### src/rtl/riscv_retire_monitor.sv
// rtl/riscv_retire_monitor.sv - retirement counter, result latch and halt-sequence detector
// Optional: define RETIRE_EBREAK_HALT_EN to make a retiring ebreak halt from any state.
module riscv_retire_monitor #(
    parameter logic [31:0] HALT_W0 = 32'h00c00093,
    parameter logic [31:0] HALT_W1 = 32'h00008067
) (
    input  logic        CLK,
    input  logic        RST,
    input  logic        RET_VALID,
    input  logic [31:0] RET_INST,
    input  logic        RET_RF_WE,
    input  logic [31:0] RET_RF_WD,
    input  logic        RET_IS_BR,
    input  logic        RET_BR_TAKEN,
    input  logic        RET_IS_ST,
    input  logic [11:0] RET_ST_ADDR,
    output logic [31:0] NUM_INST,
    output logic [31:0] OUTPUT_PORT,
    output logic        HALT
);

    typedef enum logic [1:0] {
        IDLE   = 2'd0,
        ARMED  = 2'd1,
        HALTED = 2'd2
    } state_t;

`ifdef RETIRE_EBREAK_HALT_EN
    localparam logic [31:0] EBREAK = 32'h00100073;
`endif

    state_t state_q;
    state_t state_d;
    logic   accept;

    // Once halted nothing further is accepted, so the checker sees a frozen snapshot.
    assign accept = RET_VALID && !HALT;

    always_comb begin
        state_d = state_q;
        if (accept) begin
            case (state_q)
                IDLE: begin
                    if (RET_INST == HALT_W0)
                        state_d = ARMED;
                end
                ARMED: begin
                    if (RET_INST == HALT_W1)
                        state_d = HALTED;
                    else if (RET_INST == HALT_W0)
                        state_d = ARMED;
                    else
                        state_d = IDLE;
                end
                HALTED:  state_d = HALTED;
                default: state_d = IDLE;
            endcase
`ifdef RETIRE_EBREAK_HALT_EN
            if (RET_INST == EBREAK)
                state_d = HALTED;
`endif
        end
    end

    always_ff @(posedge CLK or posedge RST) begin
        if (RST)
            state_q <= IDLE;
        else
            state_q <= state_d;
    end

    always_ff @(posedge CLK or posedge RST) begin
        if (RST) begin
            NUM_INST    <= 32'd0;
            OUTPUT_PORT <= 32'd0;
            HALT        <= 1'b0;
        end else if (accept) begin
            if (NUM_INST != 32'hFFFFFFFF)
                NUM_INST <= NUM_INST + 32'd1;
            // Store address outranks branch outcome, which outranks rd data.
            if (RET_IS_ST)
                OUTPUT_PORT <= {20'b0, RET_ST_ADDR};
            else if (RET_IS_BR)
                OUTPUT_PORT <= {31'b0, RET_BR_TAKEN};
            else if (RET_RF_WE)
                OUTPUT_PORT <= RET_RF_WD;
            if (state_d == HALTED)
                HALT <= 1'b1;
        end
    end

endmodule

### config.mk
export PLATFORM = sky130hd
export DESIGN_NAME = riscv_retire_monitor
export DESIGN_NICKNAME = d
export VERILOG_FILES = /design/src/rtl/riscv_retire_monitor.sv
export SDC_FILE = /design/constraint.sdc
export NUM_CORES = 1
export LEC_CHECK = 0
export BUFFER_PORTS_ARGS = -buffer_cell sky130_fd_sc_hd__buf_2
export CAP_MARGIN = 20
export CORE_MARGIN = 2
export CORE_UTILIZATION = 25
export CTS_CLUSTER_DIAMETER = 150
export DETAILED_ROUTE_END_ITERATION = 12
export GPL_TIMING_DRIVEN = 0
export PLACE_DENSITY_LB_ADDON = 0.25
export SETUP_SLACK_MARGIN = 0.02
export SYNTH_ARGS = -nofsm -noshare
export SYNTH_HDL_FRONTEND = slang
export SYNTH_SLANG_ARGS = --single-unit
### constraint.sdc
create_clock -name CLK -period 3 [get_ports CLK]
set_input_delay 0.9 -clock CLK [delete_from_list [all_inputs] [get_ports CLK]]
set_output_delay 0.9 -clock CLK [all_outputs]
set_load 0.005 [all_outputs]
## Yosys cells after proc, flatten, opt, wreduce, memory -nomap -nowiden

Index checks and enable logic that the tools add are counted.
W data, S select, Z words.

- Input port bits: 83
- Flip-flop bits (word level): 67
- Word-level logic and storage cells: 26
- Output and inout port bits: 65

- $add $sub $neg: 1
- Multiplexer cells: 8
- Reduce and logical (&&, ||, !) cells: 7
- Eq/ne operators: 6

Operator list:

| operator | count |
|---|---|
| $mux W32 | 3 |
| $add A32 B1 Y32 const B | 1 |
| $eq A32 B16 Y1 const B | 1 |
| $eq A32 B24 Y1 const B | 1 |
| $ne A32 B32 Y1 const B | 1 |
| $mux W2 | 3 |
| $pmux W2 S3 | 1 |
| $reduce_and A2 Y1 | 3 |
| $eq A2 B2 Y1 const B | 2 |
| $reduce_bool A3 Y1 | 1 |
| $eq A2 B1 Y1 const B | 1 |
| $logic_not A2 Y1 | 1 |
| $logic_and A1 B1 Y1 | 1 |
| $logic_not A1 Y1 | 1 |
| $mux W1 | 1 |

## Longest topological paths before layout

Gate-level depths: netlist of the first run.

- Depth after elaboration: 7
- Depth in mapped cells: 7
- Mapped depth without buffers: 6

## Least setup slack after synthesis of the first run

No wires, ideal clock.

- Path kind: input to register
- From: input RET_VALID
- To: register NUM_INST[23]
- Cell stages on the path: 6
- Setup time: 0.079 ns
- Arrival time: 1.977 ns
- Path slack: 0.944 ns
- Path buffers: 1
- Required time: 2.921 ns
- Cells stage by stage: nor2b_2 -> buf_4 -> and4_1 -> nand3_4 -> nor4b_2 -> xor2_1

- Longest elaborated chain between the ends: 2

Ends and longest elaborated chain:

| element | line | source |
|---|---|---|
| start: declaration | 9 | `input logic RET_VALID,` |
| $logic_and A1 B1 Y1 | 37 | `assign accept = RET_VALID && !HALT;` |
| $reduce_and A2 Y1 (no source line) | n/a |  |
| end signal: assignment | 79 | `NUM_INST <= NUM_INST + 32'd1;` |
| end: declaration | 17 | `output logic [31:0] NUM_INST,` |

Every way passes these cells.
A chain may end at the register's enable or synchronous reset.

## Worst setup path after layout of the first run

- From: input RET_IS_ST
- To: register OUTPUT_PORT[22]

- Longest elaborated chain between the ends: 2
- Elaborated cells between the ends (all ways): 3
- Those cells by class: mux: 1; reduce/logical: 2

Ends and longest elaborated chain:

| element | line | source |
|---|---|---|
| start: declaration | 15 | `input logic RET_IS_ST,` |
| $reduce_bool A3 Y1 (no source line) | n/a |  |
| $reduce_and A2 Y1 (no source line) | n/a |  |
| end signal: assignment | 82 | `OUTPUT_PORT <= {20'b0, RET_ST_ADDR};` |
| end signal: assignment | 84 | `OUTPUT_PORT <= {31'b0, RET_BR_TAKEN};` |
| end: declaration | 18 | `output logic [31:0] OUTPUT_PORT,` |

Parallel ways exist; a longest one is shown, timed or not.

==> run_results.csv, run 1 <==
group,metric,value,unit
outcome,status,"finished clean",
clocking,root_buffer,"clkbuf_16",
floorplanning,row_count,41,
final_layout,nets,566,
clocking,cts_hold_buf,0,
pwr,p_int,2.11,mW
floorplanning,dieHeight,117,um
routing,drt_iter0_drc,133,
pwr,powerDensity,613,nW/um^2
setup_path,end_kind,"flop",
clocking,post_cts_buffers,0,
setup_path,critPathMaxStageDelay,0.68,ns
final_layout,drive_above_1_share,37.6,%
placement,postPlaceCellArea,4160,um^2
routing,first_pass_iters,4,
yosys,synth_top_area_share,52.2,%
final_layout,instances_no_fill,659,
yosys,synth.ff_latch_count,67,
setup_path,cp_cell_sequence,"clkbuf_1, o31ai_1, clkbuf_1, nand2_1, nand2_1",
global_routing,antenna_found_initial,0,
clocking,cts.repair.resized,0,
yosys,async_reset_ff_share,100,%
setup_path,critPathSlowestCell,"o31ai_1",
routing,wl,8590,um
yosys,yosys.cell_types.count,48,
setup_path,crit_path_start_kind,"input port",
yosys,synth-edff-count,0,
clocking,cts_sinks,67,
yosys,synth_top_cell_by_area,"dfrtp_1",
pwr,total_power,2.78,mW
setup_path,critPathKind,"input port to flop",
sta,finalMaxSlewViolations,0,
yosys,syn_avg_cell_area,9.88,um^2
yosys,synth_area_leaders,"dfrtp_1 52%, xor2_1 6.5%, nand2_1 6.4%",
yosys,synthesis.nets,409,
hold_path,whs_path_depth,2,
setup_path,cp_data_required_time,3.27,ns
setup_path,cp.depth,5,
setup_path,arrival,2.33,ns
placement,dp_cells,643,
pwr,p_clk_share,48.2,%
sta,fin_skew,0.00878,ns
setup_path,critPathTopFamily,"compound AO/OA/AOI/OAI gates",
pwr,switchingPower,666,uW
routing,drc,0,
yosys,syn_area,3210,um^2
placement,hpwlAfterDp,6410,um
placement,portBuffers,146,
sta,period_share,68.6,%
setup_path,reg2regPathDepth,5,
pwr,switching_share,24.0,%
run,cap_violations,0,
yosys,syn_inst,325,
routing,viasPerCell,4.52,
yosys,ys_warn_count,0,
hold_path,hold_path_class,"flop to flop",
sta,relSlewSlack,43.0,%
yosys,seq_area_frac_synth,52.2,%
clocking,cts_buffer_depth,2,
pwr,combPwrFrac,12.9,%
clocking,cts-buffers-inserted,9,
global_routing,grt_max_degree,68,
final_layout,syn_to_final_growth,41.3,%
floorplanning,dieWidth,117,um
global_routing,grt_usage,13.1,%
final_layout,stdcell_area,4540,um^2
clocking,htree_levels,3,
sta,rsz0062_at_grt,"no",
routing,routed-via-count,2978,
floorplanning,core,12600,um^2
final_layout,diodes,0,
routing,wire_per_inst,13.0,um
sta,setup_viol_count_final,0,
clocking,cts_tree,"done",
setup_path,path_max_fanout,10,
global_routing,grt_pass1_wl,14600,um
pwr,power.leakage,2.40,nW
floorplanning,die-area,13800,um^2
pwr,seq_power_share,38.9,%
floorplanning,io_pins,148,
yosys,synth_ff_type,"dfrtp_1",
placement,place.gp.congestion,0.810,
sta,finalCriticalPeriod,2.06,ns
floorplanning,start_util,25.5,%
pwr,vdd_drop_max,0.265,mV
clocking,clkLatencyLatePin,0.34,ns
global_routing,grt_pass1_vias,2999,
sta,fmax,0.486,GHz
sta,worst_pin_slew,0.854,ns
global_routing,globalRouteOverflowTotal,0,
sta,hold_viol_final,0,
clocking,clk_pin_slew,0.05,ns
routing,ant_nets,0,
setup_path,critPathBufInv,2,
kinds of logic after synthesis:
| group | count (synthesis) | synth area share (%) |
|---|---|---|
| AND/OR/NAND/NOR | 183 | 30.1 |
| flip-flops | 67 | 52.2 |
| XOR/XNOR | 28 | 7.64 |
| AO/OA/AOI/OAI | 25 | 5.96 |
| buffers and inverters | 18 | 2.53 |
| multiplexers | 3 | 1.13 |
| adder cells (fa/ha/maj) | 1 | 0.390 |
area by class of cell:
type | count | area [um^2]
Inverter | 3 | 13.8
Buffer | 15 | 70.1
Clock inverter | 4 | 120
Clock buffer | 12 | 256
Timing Repair Buffer | 146 | 731
Tap cell | 172 | 215
Sequential cell | 67 | 1680
Multi-Input combinational cell | 240 | 1450
Fill cell | 1298 | 8030
path summary, 6_finish.rpt:
path | start | endpoint | slack (ns)
min in group asynchronous | RST | OUTPUT_PORT[27] | 0.74
hold / removal | OUTPUT_PORT[21] | OUTPUT_PORT[21] | 0.46
hold reg to reg | OUTPUT_PORT[21] | OUTPUT_PORT[21] | 0.46
max in group asynchronous | RST | NUM_INST[29] | 1.70
setup / recovery | RET_IS_ST | OUTPUT_PORT[22] | 0.94
setup reg to reg | NUM_INST[16] | NUM_INST[27] | 1.08
layout by cell type (no fill, tap or decap), types with 6 or more instances in the layout:
master / synthesis / final
nor2_1: 37 / 37
nand3_1: 33 / 33
xor2_1: 24 / 24
nor4_1: 10 / 10
dfrtp_1: 67 / 67
a21oi_1: 6 / 6
buf_2: 2 / 148
clkbuf_16: 0 / 9
nor3_1: 13 / 13
clkbuf_1: 8 / 9
nand2_1: 55 / 55
a221oi_1: 11 / 11
nand4_1: 7 / 7
synthesized netlist by cell type (all sizes together) (2+ instances only):
master and instances:
a21oi 6, a221oi 11, and3 2, and4 7, buf 7, clkbuf 8
dfrtp 67, inv 3, mux2 2, nand2 55, nand2b 2, nand3 35
nand4 7, nor2 37, nor2b 2, nor3 15, nor4 12, nor4b 2
nor4bb 2, o21ai 3, or2 2, xnor2 4, xor2 24
metrics by stage:
| step | hold slack, ns | setup slack, ns | TNS, ns | util [%] |
|---|---|---|---|---|
| 5_1_grt | 0.490 | 0.769 | 0 | 36.1 |
| 2_1_floorplan | 0.463 | 0.417 | 0 | - |
| 3_3_place_gp | 0.448 | -0.558 | -37.09 | 33.1 |
| 6_report | 0.457 | 0.941 | 0 | 36.1 |
| 3_5_place_dp | 0.451 | 0.551 | 0 | 33.1 |
| 4_1_cts | 0.464 | 0.904 | 0 | 36.1 |
layer usage:
metal	global-route usage [%]	vias to the layer above	wire length, um
met4	5.80	0	158
met5	0	-	0
met1	15.9	1394	3820
met2	20.7	105	3960
li1	-	1469	-
met3	4.77	10	655
flip-flops by register name, indices dropped and copies added (netlist names):
register and cells:
NUM_INST 32, HALT 1, OUTPUT_PORT 32, state_q 2
power groups by stage:
stage               Clock (mW)  Combinational, mW  Sequential (mW)
finish                    1.34              0.359             1.08
global route              1.41              0.407             1.10
CTS                       1.37              0.369             1.08
detailed placement           0              0.368             1.09
global placement             0              0.362             1.09
floorplan                    0              0.174             1.09
tightest hold or removal path: cells and delay by family (launching register included):
kind / cells / cell delay, ns
DFF: 1 / 0.33
and+or+nand+nor: 2 / 0.10
Note: power is estimated with default switching activity, not from simulation.
==> run 2: changes to the inputs <==
clock period = 1.8 ns   (was 3 ns; I/O delays follow)
==> run 2 against run 1 <==
Net effect: critical path depth rose by 2; non-clock buffer count grew 24; sequential power increased by 63%; sequential share of layout area decreased by 1.5 points; worst hold slack got worse by 0.12 ns; largest power group unchanged.
==> run_results.csv, run 2 (synthesis results as in run 1) <==
group,metric,value,unit
pwr,vdd_drop_max,0.435,mV
clocking,cts_tree,"done",
pwr,power.leakage,2.51,nW
final_layout,mostFrequentLayoutCells,"148 x buf_2, 63 x dfrtp_1, 55 x nand2_1, 37 x nor2_1, 33 x nand3_1",
final_layout,post-route-util,37.8,%
clocking,cts_sinks,67,
sta,period_share,98.1,%
sta,rsz0062_at_grt,"yes",
setup_path,reg2reg_from,"NUM_INST[0]",
final_layout,syn_to_final_growth,47.9,%
floorplanning,row_count,41,
clocking,cts_buffer_depth,2,
global_routing,antenna_found_initial,0,
final_layout,nets,590,
pwr,powerDensity,920,nW/um^2
setup_path,cp_cell_sequence,"ha_2, and4b_1, buf_6, and4_4, o21ai_4, nor4_4, xor2_1",
routing,viasPerCell,4.49,
routing,wire_per_inst,12.9,um
floorplanning,start_util,25.5,%
sta,relSlewSlack,47.5,%
global_routing,grt_max_degree,35,
placement,portBuffers,146,
placement,place.gp.congestion,0.781,
routing,highest_layer,"met4",
sta,setup_viol_count_final,0,
placement,hpwlAfterDp,6510,um
clocking,htree_levels,3,
sta,finalCriticalPeriod,1.77,ns
final_layout,diodes,0,
run,cap_violations,0,
setup_path,crit_path_start_kind,"flop",
routing,wl_met2,4070,um
routing,met1_length,3850,um
floorplanning,core,12600,um^2
setup_path,end_kind,"flop",
final_layout,drive_above_1_share,43.2,%
clocking,clk_pin_slew,0.06,ns
hold_path,hold_path_class,"input port to asynchronous set/reset pin",
setup_path,cp_data_required_time,2.06,ns
setup_path,path_max_fanout,8,
placement,postPlaceCellArea,4180,um^2
global_routing,globalRouteOverflowTotal,0,
clocking,clkLatencyLatePin,0.34,ns
routing,ant_nets,0,
routing,routed-via-count,3065,
routing,wl,8810,um
setup_path,critPathKind,"flop to flop",
final_layout,n_fill_cell,1274,
clocking,cts-buffers-inserted,9,
sta,fmax,0.566,GHz
global_routing,grt_pass1_vias,3022,
outcome,status,"finished clean",
setup_path,rr_endpoint,"NUM_INST[24]",
floorplanning,dieWidth,117,um
final_layout,stdcell_area,4750,um^2
sta,worst_pin_slew,0.786,ns
floorplanning,dieHeight,117,um
sta,hold_viol_final,0,
setup_path,reg2regPathDepth,7,
global_routing,grt_pass1_wl,15000,um
floorplanning,io_pins,148,
setup_path,critPathSlowestCell,"dfrtp_1",
setup_path,critPathMaxStageDelay,0.36,ns
floorplanning,die-area,13800,um^2
setup_path,critPathBufInv,1,
setup_path,arrival,2.03,ns
setup_path,critPathTopFamily,"simple AND/OR/NAND/NOR gates",
sta,finalMaxSlewViolations,0,
sta,fin_skew,0.00789,ns
clocking,cts_hold_buf,0,
setup_path,r2r_slack,0.03,ns
final_layout,reg_top3,"NUM_INST (32), OUTPUT_PORT (32), state_q (2)",
routing,dr_wl_met3,726,um
final_layout,mostFrequentLayoutCell,"buf_2",
routing,first_pass_iters,4,
global_routing,grt_usage,13.3,%
routing,drt_iter0_drc,121,
clocking,root_buffer,"clkbuf_16",
routing,drc,0,
run 2: report_power, final:
group          internal (mW)  total (mW)  switching [mW]
clock network           1.15        1.82           0.667
registers               1.65        1.76           0.110
logic                  0.421       0.789           0.368
total                   3.22        4.37            1.15
run 2: how the worst max path moves through the flow:
stage	end	startpoint	depth (start not counted)	slack [ns]
2_1_floorplan	NUM_INST[1]	NUM_INST[16]	6	0.1
3_3_place_gp	OUTPUT_PORT[17]	RET_IS_ST	5	-0.32
6_report	NUM_INST[24]	NUM_INST[0]	7	0.03
3_5_place_dp	OUTPUT_PORT[17]	RET_IS_ST	5	-0.33
4_1_cts	NUM_INST[24]	NUM_INST[0]	7	0.02
5_1_grt	NUM_INST[26]	NUM_INST[1]	7	-0.05
run 2: repair_timing:
| action | in CTS | in global routing |
|---|---|---|
| gates resized for setup | 12 | 7 |
| buffers inserted | 13 | 10 |
| pin swaps | 3 | 5 |
| endpoints found under the setup margin | 22 | 17 |
run 2: cell type report:
type | count | area (um^2) | area share (%)
Clock inverter | 3 | 46.3 | 0.975
Multi-Input combinational cell | 240 | 1520 | 31.9
Buffer | 15 | 77.6 | 1.63
Inverter | 3 | 15.0 | 0.316
Clock buffer | 13 | 260 | 5.48
Timing Repair Buffer | 170 | 936 | 19.7
Tap cell | 172 | 215 | 4.53
Sequential cell | 67 | 1680 | 35.4
run 2: stage by stage:
stage                     total power [mW]  instances  setup slack (ns)  TNS [ns]  hold WS, ns
after floorplan                       2.10        325            0.0982         0        0.463
after global placement                2.42        643            -0.317    -11.21        0.448
after detailed placement              2.44        644            -0.334     -9.51        0.455
after CTS                             4.35        673            0.0208         0        0.367
after global routing                  4.58        683           -0.0481    -0.249        0.401
final                                 4.37        683            0.0348         0        0.333
run 2: per-layer routing:
| metal | vias to the layer above | track usage [%] |
|---|---|---|
| met5 | - | 0 |
| met4 | 0 | 6.10 |
| met3 | 12 | 5.01 |
| met2 | 98 | 20.5 |
| met1 | 1430 | 16.7 |
| li1 | 1525 | - |
==> run 3: changes to the inputs <==
HOLD_SLACK_MARGIN = 0.05   (was not set)
RECOVER_POWER = 50   (was not set)
==> run 3 against run 2 <==
Net effect: critical path depth unchanged; clock-buffer cell count is the same; total power hardly changed; sequential power about the same; non-clock buffer count stayed put; critical path type unchanged; largest power group unchanged.
==> run_results.csv, run 3 (synthesis results as in run 1) <==
group,metric,value,unit
outcome,status,"finished clean",
global_routing,grt_pass1_vias,3022,
routing,viasPerCell,4.48,
setup_path,path_max_fanout,8,
sta,period_share,97.8,%
setup_path,critPathKind,"flop to flop",
routing,wire_per_inst,13.0,um
sta,fin_skew,0.00893,ns
final_layout,diodes,0,
final_layout,post-route-util,37.7,%
global_routing,antenna_found_initial,0,
setup_path,r2r_slack,0.04,ns
floorplanning,row_count,41,
clocking,htree_levels,3,
global_routing,grt_max_degree,35,
pwr,vdd_drop_max,0.436,mV
sta,worst_pin_slew,0.755,ns
setup_path,arrival,2.03,ns
clocking,cts-buffers-inserted,9,
final_layout,n_fill_cell,1276,
routing,drc,0,
placement,place_ws,-0.334,ns
final_layout,reg_top3,"NUM_INST (32), OUTPUT_PORT (32), state_q (2)",
clocking,root_buffer,"clkbuf_16",
global_routing,grt_pass1_wl,15000,um
clocking,clk_pin_slew,0.06,ns
sta,setup_viol_count_final,0,
placement,place.gp.congestion,0.781,
final_layout,mostFrequentLayoutCells,"147 x buf_2, 63 x dfrtp_1, 55 x nand2_1, 37 x nor2_1, 33 x nand3_1",
clocking,clkLatencyLatePin,0.34,ns
sta,fmax,0.568,GHz
floorplanning,die-area,13800,um^2
run,cap_violations,0,
clocking,cts_sinks,67,
sta,finalCriticalPeriod,1.76,ns
setup_path,end_kind,"flop",
floorplanning,dieHeight,117,um
floorplanning,io_pins,148,
setup_path,reg2regPathDepth,7,
sta,rsz0062_at_grt,"yes",
setup_path,cp_data_required_time,2.06,ns
global_routing,grt_usage,13.3,%
pwr,powerDensity,923,nW/um^2
routing,wl,8850,um
global_routing,globalRouteOverflowTotal,0,
floorplanning,core,12600,um^2
sta,whs,0.308,ns
routing,first_pass_iters,4,
clocking,cts_tree,"done",
placement,dp_cells,644,
sta,hold_viol_final,0,
routing,ant_nets,0,
clocking,cts_buffer_depth,2,
placement,hpwlAfterDp,6510,um
final_layout,drive_above_1_share,43.1,%
sta,tns,0,ns
setup_path,reg2reg_from,"NUM_INST[0]",
placement,portBuffers,146,
sta,finalMaxSlewViolations,0,
setup_path,rr_endpoint,"NUM_INST[24]",
final_layout,syn_to_final_growth,47.4,%
floorplanning,start_util,25.5,%
final_layout,mostFrequentLayoutCell,"buf_2",
final_layout,nets,590,
routing,drt_iter0_drc,131,
pwr,power.leakage,2.50,nW
floorplanning,dieWidth,117,um
routing,routed-via-count,3062,
setup_path,crit_path_start_kind,"flop",
sta,relSlewSlack,49.5,%
final_layout,instances_no_fill,683,
hold_path,hold_path_class,"input port to asynchronous set/reset pin",
sta,fin_ws,0.0389,ns
## run 3: worst max-delay path by stage
stage,from,endpoint,slack (ns)
after floorplan,NUM_INST[16],NUM_INST[1],0.1
after global placement,RET_IS_ST,OUTPUT_PORT[17],-0.32
after detailed placement,RET_IS_ST,OUTPUT_PORT[17],-0.33
after CTS,NUM_INST[0],NUM_INST[24],0.02
after global routing,NUM_INST[1],NUM_INST[26],-0.05
final,NUM_INST[0],NUM_INST[24],0.04
## run 3: metal layers
metal / global-route usage, % / routed length [um] / vias to the layer above
li1: - / - / 1518
met2: 20.5 / 4100 / 96
met4: 6.10 / 166 / 0
met3: 5.01 / 715 / 12
met5: 0 / 0 / -
met1: 16.7 / 3870 / 1436
## run 3: area by class of cell
| type | count | area [um^2] | area share (%) |
|---|---|---|---|
| Inverter | 3 | 15.0 | 0.317 |
| Multi-Input combinational cell | 240 | 1520 | 32.0 |
| Tap cell | 172 | 215 | 4.55 |
| Clock inverter | 3 | 46.3 | 0.978 |
| Clock buffer | 13 | 260 | 5.50 |
| Sequential cell | 67 | 1680 | 35.5 |
| Buffer | 15 | 77.6 | 1.64 |
| Timing Repair Buffer | 170 | 922 | 19.5 |
## run 3: power breakdown
part	switching, mW	internal (mW)
Clock	0.672	1.15
Combinational	0.367	0.418
Sequential	0.110	1.65
## run 3: through the flow
stage          power, mW  area, um^2
2_1_floorplan       2.10        3210
3_3_place_gp        2.42        4160
3_5_place_dp        2.44        4180
4_1_cts             4.35        4650
5_1_grt             4.58        4730
6_report            4.37        4730
## run 3: worst max-delay path: stages, from the launching register on
cell	delay, ns
dfrtp_1	0.36
ha_2	0.20
and4b_1	0.21
buf_6	0.11
and4_4	0.26
o21ai_4	0.12
nor4_4	0.25
xor2_1	0.17
## run 3: timing repair
action,CTS,global route
gates resized for setup,12,7
buffers inserted,13,10
hold buffers,0,0
endpoints found under the setup margin,22,17
pin swaps,3,5
hold endpoints to repair,0,0
